## src/rtl/write_fifo_ctrl.sv

```systemverilog
// write_fifo_ctrl: write-side pointer/flag controller of a dual-clock FIFO (optional sticky overflow via WRITE_FIFO_OVERFLOW_EN)
module write_fifo_ctrl #(
    parameter int fifo_addr_size  = 5,
    parameter int almost_full_gap = 3
) (
    input  logic                      clk_w,
    input  logic                      rst_w,
    input  logic                      w_en,
    input  logic [fifo_addr_size:0]   raddr_gray,
    output logic [fifo_addr_size-1:0] w_addr,
    output logic                      mem_we,
    output logic [fifo_addr_size:0]   waddr_gray,
    output logic                      full,
    output logic                      almost_full,
    output logic                      overflow
);
    localparam int AW = fifo_addr_size + 1;
    localparam logic [AW-1:0] DEPTH_V = AW'(2 ** fifo_addr_size);
    localparam logic [AW-1:0] GAP_V   = AW'(almost_full_gap);

    logic [AW-1:0] w_ptr, w_ptr_next, rsync1, rsync2, r_ptr_sync, used, free;
    logic          w_acc;

    // mem_we is held low during reset so no write lands while the pointers are being cleared
    assign w_acc      = w_en & ~full & ~rst_w;
    assign mem_we     = w_acc;
    assign w_addr     = w_ptr[fifo_addr_size-1:0];
    assign w_ptr_next = w_ptr + AW'(w_acc);
    assign used       = w_ptr_next - r_ptr_sync;
    assign free       = DEPTH_V - used;

    // Gray-to-binary of the synchronised read pointer
    always_comb begin
        r_ptr_sync = '0;
        for (int i = 0; i < AW; i++) r_ptr_sync[i] = ^(rsync2 >> i);
    end

    // pointer, Gray publish, read-pointer synchroniser and flags
    always_ff @(posedge clk_w) begin
        if (rst_w) begin
            w_ptr       <= '0;
            waddr_gray  <= '0;
            rsync1      <= '0;
            rsync2      <= '0;
            full        <= 1'b0;
            almost_full <= 1'b0;
        end else begin
            w_ptr       <= w_ptr_next;
            waddr_gray  <= w_ptr_next ^ (w_ptr_next >> 1);
            rsync1      <= raddr_gray;
            rsync2      <= rsync1;
            full        <= used == DEPTH_V;
            almost_full <= free < GAP_V;
        end
    end

`ifdef WRITE_FIFO_OVERFLOW_EN
    // sticky record of any write attempted while full
    always_ff @(posedge clk_w) begin
        if (rst_w) overflow <= 1'b0;
        else overflow <= overflow | (w_en & full);
    end
`else
    assign overflow = 1'b0;
`endif
endmodule

```

## config.mk

```make
export PLATFORM = sky130hd
export DESIGN_NAME = write_fifo_ctrl
export DESIGN_NICKNAME = d
export VERILOG_FILES = /design/src/rtl/write_fifo_ctrl.sv
export SDC_FILE = /design/constraint.sdc
export NUM_CORES = 1
export LEC_CHECK = 0
export CELL_PAD_IN_SITES_DETAIL_PLACEMENT = 1
export CELL_PAD_IN_SITES_GLOBAL_PLACEMENT = 1
export CORE_UTILIZATION = 39
export CTS_CLUSTER_DIAMETER = 100
export CTS_CLUSTER_SIZE = 10
export DETAILED_ROUTE_END_ITERATION = 16
export PLACE_DENSITY_LB_ADDON = 0.1
export SYNTH_ARGS = -nofsm -noshare
export SYNTH_HDL_FRONTEND = slang
export SYNTH_SLANG_ARGS = --single-unit
export TNS_END_PERCENT = 10
```

## constraint.sdc

```tcl
create_clock -name clk_w -period 4.55 [get_ports clk_w]
set_clock_uncertainty 0.2 [all_clocks]
set_input_delay 0.6825 -clock clk_w [delete_from_list [all_inputs] [get_ports clk_w]]
set_output_delay 0.6825 -clock clk_w [all_outputs]
set_load 0.02 [all_outputs]
```

==> qor.yml <==
clock_tree:
  hold_buffers: 0
  post-cts-setup-buffer-count: 0
  cts_resized: 0
  root_buffer: "clkbuf_4"
  cts.htree.levels: 1
  clock_path_buffers: 2
  clk_latency_ns: 0.32
  cts_tree: "built"
  path_clk_slew_ns: 0.15
  cts_sinks: 25
  cts_made_buffers: 3
place:
  portBuffers: 22
  place_congestion: 0.801
  dpl.hpwl_um: 2400
setup_path:
  r2r_end: "almost_full$_SDFF_PP0_"
  crit_path_start_kind: "input port"
  critPathRequiredTime_ns: 4.61
  crit_type: "input port to flop"
  ff2ff_setup_slack_ns: 0.97
  cp_max_fo: 7
  cp-startpoint: "rst_w"
  rr_worst_depth: 12
  r2r-start: "rsync2[5]$_SDFF_PP0_"
  endpoint_kind: "flop"
  arrival_ns: 4.08
floorplanning:
  dieArea_sq_um: 3710
  start_util_pct: 40.6
  die_x_um: 60.9
  fp.coreArea_sq_um: 3340
  die_h_um: 60.9
  ioPinCount: 24
  rows: 21
global_route:
  met3_usage_pct: 4.90
  grt_max_degree: 26
  top_usage_layer: "met2"
  use_met1_pct: 21.0
  grt_pass1_wl_um: 4750
  grt_use_total_pct: 18.1
  antenna_found_initial: 0
  grt_pass1_vias: 1024
  overflow: 0
  globalRouteMet2Util_pct: 31.4
pwr:
  p_int_w: 0.000325
  p_leak_nw: 0.686
  power.total_w: 0.000477
  switching_share_pct: 31.8
  switching_power_w: 0.000152
  p_clk_share_pct: 20.9
  seq_power_share_pct: 48.9
  vdd_drop_max_mv: 0.138
  p_comb_share_pct: 30.1
  powerDensity_nw_per_um2: 288
sta:
  max_freq_mhz: 249
  report.final.hold_viol_count: 0
  drv_slew: 0
  rsz0062_at_grt: "false"
  post-route-period-util_pct: 88.3
  setup_tns_ns: 0
  period_needed_ns: 4.02
  setup_viol_count_final: 0
routing:
  vias: 1067
  wire_per_inst_um: 14.3
  drt_iter0_markers: 32
  finalWirelength_um: 3020
  via_per_inst: 5.06
  first_pass_iters: 4
  antenna_left: 0
  drc: 0
synthesis:
  synthesis.area_sq_um: 1360
  syn_area_per_cell_sq_um: 9.54
  synth_cell_type_count: 41
  synth-edff-count: 0
  ys.flop_type: "dfxtp_1"
  synth_seq_area_share_pct: 36.9
  async_reset_ff_share_pct: 0
  synthesis.nets: 159
  ys_warn_count: 0
  synthCells: 142
  ys_ff_latch: 25
outcome:
  status: "completed"
flow_run:
  cap_violations: 0
hold_path:
  hold_path.class: "flop to flop"
  worstHoldStart: "rsync1[4]$_SDFF_PP0_"
  holdPathEnd: "rsync2[4]$_SDFF_PP0_"
  whs_path_depth: 1
finish:
  area_growth_pct: 22.2
  finalNetCount: 183
  diodes: 0
  drive_above_1_share_pct: 7.27
## synthesized netlist by cell type, types with 2 or more instances
master	instances	area (sq um)
nor2_1	18	67.6
xor2_1	5	43.8
nand3_1	8	40.0
o21ai_0	4	20.0
inv_1	7	26.3
a21oi_1	2	10.0
clkbuf_1	4	15.0
nor2b_1	13	81.3
dfxtp_1	25	500
xnor2_1	9	78.8
or3_1	2	12.5
nand2_1	4	15.0
mux2i_1	2	20.0
nand2b_1	5	31.3
ha_1	8	100
## layer usage
metal | part of all wire [%] | up-vias
met5 | 0 | -
met4 | 2.2 | 0
met3 | 5.3 | 8
met2 | 50 | 30
met1 | 42 | 507
li1 | - | 522
## worst max-delay path by stage
stage                                   endpoint  slack (ns)  cells after the start
after global routing      almost_full$_SDFF_PP0_        0.39                     13
after global placement    almost_full$_SDFF_PP0_        0.41                     14
after floorplan           almost_full$_SDFF_PP0_        0.45                     13
after detailed placement  almost_full$_SDFF_PP0_        0.25                     13
after CTS                 almost_full$_SDFF_PP0_        0.57                     13
final                     almost_full$_SDFF_PP0_        0.53                     13
## registers in the layout, summed over array words and instances (netlist names)
| signal | cells |
|---|---|
| rsync1 | 6 |
| rsync2 | 6 |
| waddr_gray | 6 |
| w_ptr | 5 |
| almost_full | 1 |
| full | 1 |
## power by group through the flow
stage / clock, W / combinational [W] / sequential [W]
finish: 0.0000998 / 0.000144 / 0.000233
CTS: 0.000106 / 0.000145 / 0.000233
detailed placement: 0 / 0.000144 / 0.000238
global route: 0.000117 / 0.000158 / 0.000234
global placement: 0 / 0.000139 / 0.000238
floorplan: 0 / 0.0000987 / 0.000241
## final cells by class
cell class / instances / area, sq um
inverter: 8 / 32.5
multi-input combinational: 104 / 800
timing repair buffer: 24 / 235
sequential: 25 / 500
fill: 401 / 1680
clock inverter: 1 / 7.51
clock buffer: 3 / 22.5
tap: 46 / 57.6
## worst max-delay path, cell delays in order
cell             delay (ns)
clkdlybuf4s50_1        0.44
nor3b_1                0.34
ha_1                   0.26
ha_1                   0.19
xnor2_1                0.25
inv_1                  0.23
ha_1                   0.32
or3_1                  0.38
a41oi_1                0.23
o211ai_1               0.14
o2bb2ai_1              0.20
nor4_4                 0.28
a31o_1                 0.14
## layout by cell type (no fill, tap or decap), types with 4 or more instances in the layout
cell and n:
nor2_1 18, xor2_1 5, nand2_1 4, nor2b_1 13, o21ai_0 4, clkdlybuf4s50_1 22
dfxtp_1 25, nand3_1 8, nand2b_1 5, inv_1 7, xnor2_1 9, ha_1 8
## cell families (layout without fill, tap and decap cells)
kind of cell | Yosys count | count (layout) | share of synthesized area [%]
AOI/OAI and AO/OA | 17 | 17 | 8.96
xor gates and xnor gates | 18 | 18 | 16.3
adders and majority gates | 8 | 8 | 7.39
buffers and inverters | 13 | 36 | 4.06
DFF | 25 | 25 | 36.9
muxes | 3 | 3 | 2.49
other | 1 | 1 | 0.277
and+or+nand+nor | 57 | 57 | 23.5
## metrics by stage
step	worst slack (ns)	instance area [sq um]	hold WS, ns	std cells	util, %
after floorplan	0.451	1360	0.214	142	-
after global placement	0.413	1630	0.220	207	48.7
after detailed placement	0.254	1630	0.230	207	48.7
after CTS	0.572	1660	0.262	211	49.6
after global routing	0.389	1660	0.268	211	49.6
final	0.531	1660	0.260	211	49.6
(Power assumes the default switching activity.)
